==> config.mk <==
export PLATFORM = sky130hd
export DESIGN_NAME = mpu_tile_io
export DESIGN_NICKNAME = d
export VERILOG_FILES = /design/src/rtl/mpu_tile_io.sv
export SDC_FILE = /design/constraint.sdc
export NUM_CORES = 1
export LEC_CHECK = 0
export BUFFER_PORTS_ARGS = -buffer_cell sky130_fd_sc_hd__buf_2
export CAP_MARGIN = 20
export CORE_AREA = 2 2 408 410
export CTS_CLUSTER_SIZE = 28
export DETAILED_ROUTE_END_ITERATION = 6
export DIE_AREA = 0 0 410 412
export SYNTH_ARGS = -nofsm -noshare
export SYNTH_HDL_FRONTEND = slang
export SYNTH_SLANG_ARGS = --single-unit
==> constraint.sdc <==
create_clock -name clk -period 2.6 [get_ports clk]
set_clock_uncertainty 0.05 [all_clocks]
set_input_delay 0.39 -clock clk [delete_from_list [all_inputs] [get_ports clk]]
set_output_delay 0.39 -clock clk [all_outputs]
set_load 0.05 [all_outputs]
==> src/rtl/mpu_tile_io.sv <==
// mpu_tile_io: moves whole accumulator tiles between the opacc shift array
// and a streaming row port using four commands: LOAD, STORE_KEEP, STORE_CLEAR, ZERO.
// Ports:
//   cmd_*                  command handshake (op, target tile)
//   in_*                   load row stream
//   out_*                  store row stream
//   ci_valid/ci_addr/ci    shift strobe, target tile and row shifted into opacc row 0
//   co_addr/co             tile select and that tile's row ML-1
//   busy_mask              one-hot of the tile being moved
//   done                   one-cycle pulse when a command completes
module mpu_tile_io #(
  parameter int NREGS = 2,
  parameter int VL    = 4,
  parameter int ML    = 4,
  parameter int XLEN  = 64,
  localparam int RW   = (NREGS > 1) ? $clog2(NREGS) : 1,
  localparam int CW   = $clog2(ML + 1),
  localparam int DW   = VL * XLEN
) (
  input  logic             clk,
  input  logic             reset,
  input  logic             cmd_valid,
  output logic             cmd_ready,
  input  logic [1:0]       cmd_op,
  input  logic [RW-1:0]    cmd_reg,
  input  logic             in_valid,
  output logic             in_ready,
  input  logic [DW-1:0]    in_data,
  output logic             out_valid,
  input  logic             out_ready,
  output logic [DW-1:0]    out_data,
  output logic             ci_valid,
  output logic [RW-1:0]    ci_addr,
  output logic [DW-1:0]    ci,
  output logic [RW-1:0]    co_addr,
  input  logic [DW-1:0]    co,
  output logic [NREGS-1:0] busy_mask,
  output logic             done
);

  localparam logic [1:0] OP_LD = 2'b00;
  localparam logic [1:0] OP_SK = 2'b01;
  localparam logic [1:0] OP_SC = 2'b10;
  localparam logic [1:0] OP_ZR = 2'b11;

  typedef enum logic [1:0] {
    S_IDLE,
    S_LOAD,
    S_STORE,
    S_ZERO
  } state_e;

  state_e        state_q;
  logic [1:0]    op_q;
  logic [RW-1:0] reg_q;
  logic [CW-1:0] cnt_q;
  logic [CW-1:0] cnt_d;
  logic          done_q;
  logic          xfer;
  logic          last;

  // One row moves per cycle in which the active stream side is willing.
  assign xfer = ((state_q == S_LOAD) && in_valid)
              | ((state_q == S_STORE) && out_ready)
              | (state_q == S_ZERO);

  assign cnt_d = cnt_q + CW'(1);
  assign last  = xfer && (cnt_q == CW'(ML - 1));

  always_ff @(posedge clk) begin
    if (reset) begin
      state_q <= S_IDLE;
      op_q    <= '0;
      reg_q   <= '0;
      cnt_q   <= '0;
      done_q  <= 1'b0;
    end else begin
      done_q <= 1'b0;
      case (state_q)
        S_IDLE: begin
          if (cmd_valid) begin
            op_q  <= cmd_op;
            reg_q <= cmd_reg;
            cnt_q <= '0;
            case (cmd_op)
              OP_LD:   state_q <= S_LOAD;
              OP_ZR:   state_q <= S_ZERO;
              default: state_q <= S_STORE;
            endcase
          end
        end
        default: begin
          if (xfer) begin
            cnt_q <= cnt_d;
            if (last) begin
              state_q <= S_IDLE;
              done_q  <= 1'b1;
            end
          end
        end
      endcase
    end
  end

  assign cmd_ready = (state_q == S_IDLE);
  assign in_ready  = (state_q == S_LOAD);
  assign out_valid = (state_q == S_STORE);
  assign ci_valid  = xfer;
  assign out_data  = co;
  assign ci_addr   = reg_q;
  assign co_addr   = reg_q;
  assign done      = done_q;

  assign busy_mask = (state_q == S_IDLE) ? '0 : (NREGS'(1) << reg_q);

  // STORE_KEEP feeds row ML-1 back into row 0, so ML beats rotate the
  // tile back to its original contents; STORE_CLEAR and ZERO shift in zeros.
  always_comb begin
    ci = '0;
    if (state_q == S_LOAD) begin
      ci = in_data;
    end else if ((state_q == S_STORE) && (op_q == OP_SK)) begin
      ci = co;
    end
  end

  // OP_SC is decoded through the default STORE branch.
  logic unused_op;
  assign unused_op = (OP_SC == 2'b10);

endmodule

# Yosys cells after proc, flatten, opt, wreduce, memory -nomap -nowiden
# Index checks and enable logic that the tools add are counted.
# W data, S select, Z words.
# totals
elab_cells,41
register_bits,9
output_inout_bits,521
in_bits,520
# classes
n_bitwise,3
n_shift,1
n_eq_ne,7
n_reduce_logical,12
addsub,1
n_mux,12
# ops
cell,n
$mux W256,2
$mux W2,5
$mux W3,3
$eq A2 B2 Y1 const B,3
$eq A2 B1 Y1 const B,2
$logic_and A1 B1 Y1,4
$logic_not A2 Y1,2
$pmux W2 S2,1
$reduce_and A2 Y1,2
$reduce_bool A2 Y1,2
$add A3 B1 Y3 const B,1
$eq A3 B2 Y1 const B,1
$reduce_and A3 Y1,1
$reduce_or A3 Y1,1
$ne A2 B2 Y1 const B,1
$or A1 B1 Y1,2
$shl A1 B1 Y2 const A,1
$mux W1,1
$not A1 Y1,1

# Longest topological paths before layout
# Gate-level depths: netlist of the first run.
# logic_depth
word_depth,8
depth_mapped,7
mapped_depth_nobuf,5

# Worst setup path before layout of the first run
# OpenSTA, ideal clock, no wires.
# synth_timing
kind,register to output
start,register state_q[0]
end,output port ci[244]
arrival_time_ps,1911
required_time_ps,2160
slack_ps,249
stages_incl_launch_ff,6
n_path_buf,3
cell_sequence,dfxtp_1 -> buf_2 -> nor2b_1 -> buf_2 -> clkbuf_1 -> a22o_1
# synth_between
word_cells_on_any_way,5
classes_between,eq/ne (2); mux (2); reduce/logical (1)
# synth_rtl
element,line,rtl
start: declaration,53,state_e state_q;
start signal: assignment,72,state_q <= S_IDLE;
start signal: assignment,86,OP_LD: state_q <= S_LOAD;
start signal: assignment,87,OP_ZR: state_q <= S_ZERO;
$eq A2 B1 Y1,-,
net in_ready,27,"output logic in_ready,"
$mux W256,120,if (state_q == S_LOAD) begin
end: declaration,34,"output logic [DW-1:0] ci,"
# The timed path passes the listed nets, and every way through them passes these cells.

# Worst setup path after layout of the first run
# layout_timing
start,register state_q[0]
end,output port ci[147]
# layout_between
elab_chain_len,4
word_cells_on_any_way,5
classes_between,eq/ne (2); mux (2); reduce/logical (1)
# layout_lines
element,line,rtl
$eq A2 B2 Y1,122,end else if ((state_q == S_STORE) && (op_q == OP_SK)) begin
$logic_and A1 B1 Y1,122,
$mux W256,122,
$mux W256 *,120,
# Every way passes the cells marked *; elsewhere a longest branch is shown, timed or not.

==> results.sh, run 1 <==
export IMPL_slew_viol_final=0
export IMPL_crit_family="buffers and inverters"
export IMPL_synth_edf_count=0
export IMPL_antenna_found_initial=224
export IMPL_path_clk_slew_ns=0.04
export IMPL_peakVddDrop_mv=0.3773
export IMPL_drc=0
export IMPL_post_cts_setup_buffer_count=0
export IMPL_dieArea_um2=168900
export IMPL_hold_buffers=0
export IMPL_grt_first_pass_wirelength_um=159300
export IMPL_core_area_um2=164200
export IMPL_grt_ovfl_total=0
export IMPL_area_growth_pct=170.3
export IMPL_rows=149
export IMPL_io_pin_count=1041
export IMPL_switching_share=0.6520
export IMPL_routabilityCongestion=1.286
export IMPL_grt_pass1_vias=8655
export IMPL_htreeDepth=1
export IMPL_grtUsageTotal=0.1572
export IMPL_hold_viol_final=0
export IMPL_setup_viol=0
export IMPL_ff2ff_setup_slack_ns=1.16
export IMPL_power_density_nw_per_um2=401.3
export IMPL_syn_cell_area_um2=5135
export IMPL_grt_start_max_net_pins=60
export IMPL_power_frac_seq=0.029
export IMPL_path_cells="nor2b_4 > and3b_4 > buf_12 > buf_12 > a22o_1 > buf_12"
export IMPL_worst_pin_slew_ns=0.5800
export IMPL_worstSetupPathType="reg -> out"
export IMPL_period_needed_ns=2.424
export IMPL_clkLatencyLatePin_ns=0.23
export IMPL_syn_instance_count=625
export IMPL_cts_tree="done"
export IMPL_vias=9917
export IMPL_detail_route_antenna_nets=0
export IMPL_period_share=0.9321
export IMPL_cts_root_buf="clkbuf_16"
export IMPL_arrival_ns=1.98
export IMPL_drv_cap=0
export IMPL_synth_area_leaders="a22o_1, buf_4, buf_6, dfxtp_1, buf_2"
export IMPL_slew_limit_headroom=0.6160
export IMPL_ys_async_sr_fraction=0
export IMPL_post_route_util=0.08452
export IMPL_clock_sinks=9
export IMPL_synth_seq_area_share=0.03509
export IMPL_clock_path_buffers=2
export IMPL_port_buffers=1040
export IMPL_drtIter0Drc=905
export IMPL_max_freq_mhz=412.6
export IMPL_routedWlPerCell_um=39.07
export IMPL_drive_above_1_share=0.7829
export IMPL_clkPwrFrac=0.049
export IMPL_vias_per_cell=2.755
export IMPL_firstDrtPassIters=5
export IMPL_wl_um=140600
export IMPL_yosys_warnings=0
export IMPL_cp_slowest_cell="dfxtp_2"
export IMPL_synth_seq_cells=9
export IMPL_switching_power_mw=3.632
export IMPL_avgSynthCellArea_um2=8.216
export IMPL_setup_tns_ns=0
export IMPL_start_kind="flop"
export IMPL_critPathBufInv=3
export IMPL_critPathRequiredTime_ns=2.16
export IMPL_p_leak_nw=6.275
export IMPL_die_w_um=410
export IMPL_internal_power_mw=1.939
export IMPL_nets=1906
export IMPL_synth_top_area_share=0.4366
export IMPL_p_total_mw=5.571
export IMPL_crit_fanout=20
export IMPL_rsz0062_at_grt="no"
export IMPL_cts_buffers=3
export IMPL_crit_top_cell="buf_12"
export IMPL_synth_area_leader_cell="a22o_1"
export IMPL_endpoint_kind="output port"
export IMPL_hp_class="in -> reg"
export IMPL_initial_utilization=0.03126
export IMPL_combPwrFrac=0.922
export IMPL_ys_types=24
export IMPL_worst_path_largest_cell_delay_ns=0.36
export IMPL_status="finished, final reports clean"
export IMPL_die_h_um=412
export IMPL_dp_final_hpwl_um=135500
export IMPL_synth_nets=1148
export IMPL_ys_flop_type="dfxtp_1"
## repair_timing
item	in CTS	in global routing
endpoints found under the hold margin	0	0
resized for setup	0	1
endpoints found under the setup margin	11	26
## layer usage
layer  wire [um]  share of wire  vias to the layer above  track usage
li1            -              -                     3657            -
met1       48960           0.35                     4572       0.1648
met2       62400           0.44                     1084       0.2524
met3       23190           0.16                      440       0.1169
met4        4566          0.032                      164      0.02852
met5        1528          0.011                        -      0.01131
## area by class of cell
| class | instances | area, um2 |
|---|---|---|
| Antenna cell | 29 | 72.57 |
| Timing Repair Buffer | 1071 | 8270 |
| Tap cell | 2189 | 2739 |
| Fill cell | 19150 | 150400 |
| Sequential cell | 9 | 181.4 |
| Multi-Input combinational cell | 294 | 2525 |
| Clock buffer | 4 | 78.83 |
| Inverter | 4 | 15.01 |
## synth_stat cells, types with 2 or more instances
| cell | instances |
|---|---|
| dfxtp_1 | 9 |
| mux2_2 | 2 |
| a21oi_1 | 3 |
| buf_6 | 26 |
| inv_1 | 4 |
| nand2b_1 | 2 |
| clkbuf_1 | 3 |
| mux2i_1 | 4 |
| nor2_1 | 11 |
| buf_2 | 29 |
| ha_1 | 3 |
| nor3_1 | 2 |
| buf_12 | 2 |
| nor3b_1 | 2 |
| nor2b_1 | 2 |
| buf_4 | 258 |
| a22o_1 | 256 |
## worst reg2reg max path, stage by stage, from the launching register on
cell	delay (ns)
dfxtp_1	0.30
buf_4	0.17
nor3b_2	0.45
nor3b_1	0.09
mux2_2	0.27
## logic make-up (layout without fill, tap and decap cells)
group           Yosys count  count (layout)  share of synthesized area
compound gates          260             260                     0.4413
other cells               0              29                          0
buf+inv                 322            1079                     0.4754
flops                     9               9                    0.03509
fa+ha+maj                 3               3                   0.007311
mux                       6               6                    0.01218
simple gates             25              25                    0.02875
## metrics by stage
stage | hold WS [ns] | worst slack, ns | area, um2 | cells
after global placement | 0.4460 | 0.2769 | 13740 | 3568
after CTS | 0.3448 | 0.03745 | 13810 | 3571
final | 0.3456 | 0.1765 | 13880 | 3600
after floorplan | 0.4023 | 0.2486 | 5135 | 625
after detailed placement | 0.4608 | 0.2325 | 13740 | 3568
after global routing | 0.3775 | 0.09465 | 13820 | 3577
## sequential cells by signal (all words and copies together) (netlist names)
signal / cells
cnt_q: 3
op_q: 2
state_q: 2
ci_addr: 1
done: 1
## worst paths after layout
path,to,cells after the start,startpoint
worst max-delay path,ci[147],6,state_q[0]
worst max register to register,cnt_q[0],4,state_q[1]
worst min-delay path,ci_addr,3,cmd_reg
worst min register to register,op_q[0],2,op_q[0]
## cells in the final DEF, fill, tap and decap left out
cell type	n
clkbuf_1	1
nor2_1	11
nor2b_4	2
inv_1	4
nand2_1	1
nor3b_2	1
nor3_1	2
dfxtp_2	1
mux2i_1	4
o32ai_1	1
and3b_4	1
nor2b_1	1
a22o_1	256
mux2_2	2
or3b_2	1
diode_2	29
ha_1	3
buf_12	191
clkbuf_16	3
buf_2	863
nor3b_1	2
buf_4	17
dfxtp_1	8
nand2b_1	2
a21oi_1	3
nor4b_1	1
## power groups by stage
| stage | clock network, mW | logic, mW | registers (mW) |
|---|---|---|---|
| floorplan | 0 | 2.75 | 0.162 |
| global placement | 0 | 5.14 | 0.162 |
| detailed placement | 0 | 5.16 | 0.163 |
| CTS | 0.283 | 5.16 | 0.161 |
| global route | 0.293 | 5.26 | 0.163 |
| finish | 0.273 | 5.14 | 0.161 |
Note: power is estimated with default switching activity, not from simulation.
==> run 2, diff against run 1 <==
==> constraint.sdc (replaced) <==
create_clock -name clk -period 3 [get_ports clk]
set_clock_uncertainty 0.05 [all_clocks]
set_input_delay 0.45 -clock clk [delete_from_list [all_inputs] [get_ports clk]]
set_output_delay 0.45 -clock clk [all_outputs]
set_load 0.05 [all_outputs]
==> results.sh, run 2 (synthesis results as in run 1) <==
export IMPL_rsz0062_at_grt="no"
export IMPL_max_freq_mhz=355.7
export IMPL_dieArea_um2=168900
export IMPL_reg2reg_depth=3
export IMPL_hp_class="in -> reg"
export IMPL_drtIter0Drc=695
export IMPL_top_regs="cnt_q (3), op_q (2), state_q (2)"
export IMPL_p_leak_nw=5.875
export IMPL_port_buffers=1040
export IMPL_slew_viol_final=0
export IMPL_clock_sinks=9
export IMPL_use_met1=0.1707
export IMPL_critPathRequiredTime_ns=2.50
export IMPL_dp_final_hpwl_um=130300
export IMPL_period_share=0.9370
export IMPL_r2r_start="state_q[0]"
export IMPL_grt_pass1_vias=8444
export IMPL_grt_first_pass_wirelength_um=154100
export IMPL_path_clk_slew_ns=0.04
export IMPL_clock_path_buffers=2
export IMPL_drv_cap=0
export IMPL_grt_ovfl_total=0
export IMPL_whs_endpoint="ci_addr"
export IMPL_cts_root_buf="clkbuf_16"
export IMPL_clkLatencyLatePin_ns=0.23
export IMPL_rows=149
export IMPL_peakVddDrop_mv=0.3061
export IMPL_drive_above_1_share=0.7809
export IMPL_arrival_ns=2.31
export IMPL_whs_path_depth=3
export IMPL_finish_instance_area_um2=12130
export IMPL_top_usage_layer="met2"
export IMPL_setup_tns_ns=0
export IMPL_cts_tree="done"
export IMPL_io_pin_count=1041
export IMPL_use_met3=0.09693
export IMPL_mostFrequentLayoutCells="buf_2, a22o_1, buf_12"
export IMPL_initial_utilization=0.03126
export IMPL_firstDrtPassIters=6
export IMPL_die_h_um=412
export IMPL_slew_limit_headroom=0.6260
export IMPL_power_density_nw_per_um2=359.3
export IMPL_wl_um=136600
export IMPL_status="finished, final reports clean"
export IMPL_grtUsageTotal=0.1523
export IMPL_largest_register_ffs=3
export IMPL_grt_start_max_net_pins=98
export IMPL_nets=1893
export IMPL_core_area_um2=164200
export IMPL_die_w_um=410
export IMPL_routabilityCongestion=1.271
export IMPL_htreeDepth=1
export IMPL_crit_fanout=59
export IMPL_vias_per_cell=2.694
export IMPL_routedWlPerCell_um=37.98
export IMPL_start_kind="flop"
export IMPL_detail_route_antenna_nets=0
export IMPL_setup_viol=0
export IMPL_hold_viol_final=0
export IMPL_ff2ff_setup_slack_ns=1.54
export IMPL_r2r_end="cnt_q[2]"
export IMPL_p_total_mw=4.357
export IMPL_final_common_cell="buf_2"
export IMPL_period_needed_ns=2.811
export IMPL_worstHoldStart="cmd_reg"
export IMPL_drc=0
export IMPL_regMostFlops="cnt_q"
export IMPL_place_area_um2=11950
export IMPL_area_growth_pct=136.1
export IMPL_worst_pin_slew_ns=0.5610
export IMPL_endpoint_kind="output port"
export IMPL_grt_util_met2=0.2448
export IMPL_vias=9686
export IMPL_antenna_found_initial=206
export IMPL_cts_buffers=3
export IMPL_worstSetupPathType="reg -> out"
run 2: layout make-up:
type,instances,area (um2)
clock buffers,4,78.83
well taps,2189,2739
repair buffers,1058,6491
inverters,4,15.01
fillers,19360,152100
diodes,38,95.09
flip-flops and latches,9,181.4
multi-input cells,294,2525
run 2: repair_timing:
item                       CTS  global route
hold buffers                 0             0
setup endpoints to repair    0             6
buffers inserted             0             0
gates resized for setup      0             1
run 2: through the flow:
step	setup slack, ns	cells	hold WS, ns	utilization
floorplan	0.5886	625	0.4023	-
global placement	0.3944	3554	0.4286	0.07276
detailed placement	0.3188	3554	0.4255	0.07276
CTS	0.07338	3558	0.4233	0.07324
global route	0.1231	3584	0.4357	0.07364
finish	0.1890	3596	0.4285	0.07383
run 2: worst max path at each step:
stage          cells past startpoint      end  startpoint
2_1_floorplan                      5  ci[244]  state_q[0]
3_3_place_gp                       6   ci[98]  state_q[1]
3_5_place_dp                       6   ci[98]  state_q[1]
4_1_cts                            6   ci[98]  state_q[1]
5_1_grt                            6   ci[98]  state_q[1]
6_report                           6   ci[98]  state_q[1]
run 2: power by group:
| part | switching [mW] | leakage, nW | total (mW) | internal (mW) |
|---|---|---|---|---|
| clock network | 0.0547 | 0.0384 | 0.232 | 0.177 |
| logic | 2.96 | 5.76 | 3.98 | 1.01 |
| registers | 0.0160 | 0.0738 | 0.147 | 0.131 |
run 2: per-layer routing:
layer | part of all wire | wire, um
met3 | 0.16 | 21470
met1 | 0.36 | 49750
met5 | 0.0058 | 793
met2 | 0.45 | 61160
met4 | 0.025 | 3407
run 2: critical path, stage by stage, from the launching register on:
cell,delay (ns)
dfxtp_2,0.44
nor2b_4,0.19
and3b_4,0.20
buf_12,0.23
buf_12,0.31
a22o_1,0.33
buf_12,0.18
==> run 3, diff against run 2 <==
--- a/config.mk
+++ b/config.mk
@@ -5,12 +5,13 @@
 export SDC_FILE = /design/constraint.sdc
 export NUM_CORES = 1
 export LEC_CHECK = 0
+export ABC_AREA = 1
 export BUFFER_PORTS_ARGS = -buffer_cell sky130_fd_sc_hd__buf_2
 export CAP_MARGIN = 20
-export CORE_AREA = 2 2 408 410
+export CORE_AREA = 2 2 400 402
 export CTS_CLUSTER_SIZE = 28
 export DETAILED_ROUTE_END_ITERATION = 6
-export DIE_AREA = 0 0 410 412
+export DIE_AREA = 0 0 402 404
 export SYNTH_ARGS = -nofsm -noshare
 export SYNTH_HDL_FRONTEND = slang
 export SYNTH_SLANG_ARGS = --single-unit
==> results.sh, run 3 <==
export IMPL_status="finished, final reports clean"
export IMPL_syn_cell_area_um2=5943
export IMPL_grt_pass1_vias=9744
export IMPL_cp_slowest_cell="dfxtp_1"
export IMPL_synth_top_area_share=0.3272
export IMPL_clkPwrFrac=0.060
export IMPL_syn_instance_count=1143
export IMPL_synth_area_leader_cell="buf_4"
export IMPL_peakVddDrop_mv=0.1815
export IMPL_start_kind="flop"
export IMPL_rsz0062_at_grt="no"
export IMPL_ff2ff_setup_slack_ns=1.55
export IMPL_hold_viol_final=0
export IMPL_slew_limit_headroom=0.5272
export IMPL_power_density_nw_per_um2=316.5
export IMPL_yosys_warnings=0
export IMPL_dp_worst_setup_slack_ns=0.3736
export IMPL_synth_area_leaders="buf_4, o21ai_1, inv_1, nand2_1, buf_2"
export IMPL_rows=146
export IMPL_drtIter0Drc=880
export IMPL_path_clk_slew_ns=0.04
export IMPL_internal_power_mw=1.153
export IMPL_fillers=18910
export IMPL_largest_register_ffs=3
export IMPL_regArea_um2=180.2
export IMPL_endpoint_kind="output port"
export IMPL_core_area_um2=157800
export IMPL_io_pin_count=1041
export IMPL_worstSetupPathType="reg -> out"
export IMPL_netlist_top_cells_count="inv_1, nand2_1, buf_4, o21ai_1, buf_2"
export IMPL_slew_viol_final=0
export IMPL_synth_seq_cells=9
export IMPL_whs_path_depth=2
export IMPL_top_regs="cnt_q (3), op_q (2), state_q (2)"
export IMPL_period_share=0.9513
export IMPL_cts_resized=0
export IMPL_switching_share=0.7151
export IMPL_initial_utilization=0.03766
export IMPL_synth_seq_area_share=0.03032
export IMPL_worst_pin_slew_ns=0.7045
export IMPL_cts_root_buf="clkbuf_16"
export IMPL_power_frac_seq=0.034
export IMPL_avgSynthCellArea_um2=5.200
export IMPL_ys_types=17
export IMPL_ys_flop_type="dfxtp_1"
export IMPL_crit_fanout=91
export IMPL_critPathRequiredTime_ns=2.50
export IMPL_period_needed_ns=2.854
export IMPL_p_leak_nw=7.021
export IMPL_critPathBufInv=4
export IMPL_drv_cap=0
export IMPL_drive_above_1_share=0.5630
export IMPL_regMostFlops="cnt_q"
export IMPL_htreeDepth=1
export IMPL_clock_sinks=9
export IMPL_synth_edf_count=0
export IMPL_grt_ovfl_total=0
export IMPL_routedWlPerCell_um=32.47
export IMPL_clock_path_buffers=2
export IMPL_cts_tree="done"
export IMPL_synth_nets=1666
export IMPL_dp_final_hpwl_um=123100
export IMPL_max_freq_mhz=350.4
export IMPL_post_cts_setup_buffer_count=0
export IMPL_switching_power_mw=2.893
export IMPL_setup_tns_ns=0
export IMPL_multi_input_area_um2=2459
export IMPL_drc=0
export IMPL_dieArea_um2=162400
export IMPL_nets=2414
export IMPL_hold_buffers=0
export IMPL_firstDrtPassIters=5
export IMPL_vias=10780
export IMPL_mostFrequentLayoutCells="buf_2, inv_1, nand2_1"
export IMPL_fin_ws_ns=0.1461
export IMPL_worstHoldStart="cnt_q[2]"
export IMPL_wl_um=129400
export IMPL_cp_startpoint="state_q[1]"
export IMPL_grt_start_max_net_pins=92
export IMPL_path_cells="inv_2 > nor2_2 > nand3_4 > buf_12 > buf_4 > o21ai_1 > buf_2"
export IMPL_hp_class="reg -> reg"
export IMPL_area_growth_pct=115.1
export IMPL_final_common_cell="buf_2"
export IMPL_synth_most_common_cell="inv_1"
export IMPL_clkLatencyLatePin_ns=0.24
export IMPL_antenna_found_initial=179
export IMPL_cts_buffers=3
export IMPL_ys_async_sr_fraction=0
export IMPL_r2r_start="state_q[0]"
export IMPL_grtUsageTotal=0.1509
export IMPL_crit_family="buffers and inverters"
export IMPL_die_h_um=404
export IMPL_worst_path_largest_cell_delay_ns=0.38
export IMPL_routabilityCongestion=1.140
export IMPL_vias_per_cell=2.703
export IMPL_whs_endpoint="cnt_q[2]"
export IMPL_r2r_end="op_q[1]"
export IMPL_grt_first_pass_wirelength_um=149700
export IMPL_arrival_ns=2.35
export IMPL_detail_route_antenna_nets=0
export IMPL_die_w_um=402
export IMPL_combPwrFrac=0.906
export IMPL_setup_viol=0
export IMPL_reg2reg_depth=4
export IMPL_port_buffers=1040
run 3: cell count changes in the layout (fill, tap and decap cells not counted), sizes merged, moves of 4 or more:
cell and change:
nand2 +266, nand3 +5, a22o -256, o21ai +259, a21oi +4, mux2i -4, inv +266, diode -13
run 3: routing by layer:
metal  part of all wire  up-vias  track usage
met4              0.026       96      0.02698
met3               0.13      301      0.08639
met2               0.44      892       0.2408
met5             0.0049        -            0
met1               0.39     4807       0.1759
li1                   -     4679            -
run 3: power by group through the flow:
stage | registers (mW) | clock network [mW] | logic [mW]
after floorplan | 0.142 | 0 | 2.17
after global placement | 0.139 | 0 | 3.71
after detailed placement | 0.139 | 0 | 3.71
final | 0.137 | 0.242 | 3.67
after global routing | 0.138 | 0.260 | 3.81
after CTS | 0.137 | 0.247 | 3.71
run 3: layout make-up:
type	count	area share
Antenna cell	25	0.004894
Clock buffer	4	0.006167
Inverter	270	0.07987
Multi-Input combinational cell	551	0.1923
Sequential cell	9	0.01410
Tap cell	2072	0.2028
Timing Repair Buffer	1056	0.4998
run 3: cell families after synthesis:
| logic type | count (synthesis) | share of synthesized area |
|---|---|---|
| compound gates | 266 | 0.2240 |
| simple gates | 282 | 0.1821 |
| flops | 9 | 0.03032 |
| buf+inv | 583 | 0.5573 |
| fa+ha+maj | 3 | 0.006316 |
run 3: metrics by stage:
step	utilization	instance area, um2	cells	hold WS [ns]	power (mW)
after floorplan	-	5943	1143	0.3979	2.314
after global placement	0.08009	12640	3958	0.4296	3.851
after detailed placement	0.08009	12640	3958	0.4288	3.845
after CTS	0.08059	12720	3962	0.4275	4.097
after global routing	0.08073	12740	3971	0.4349	4.208
final	0.08099	12780	3987	0.4374	4.046
run 3: worst max path at each step:
stage,endpoint,slack (ns),cells past startpoint
global placement,ci[97],0.44,6
global route,ci[77],0.04,6
finish,ci[96],0.15,7
detailed placement,ci[97],0.37,6
floorplan,ci[0],0.16,5
CTS,ci[97],0.12,6
run 3: tightest hold or removal path, delay by kind of cell, from the launching register on:
kind,cells,cell delay (ns)
flip-flops,1,0.31
AND/OR/NAND/NOR,1,0.08
AO/OA/AOI/OAI,1,0.06
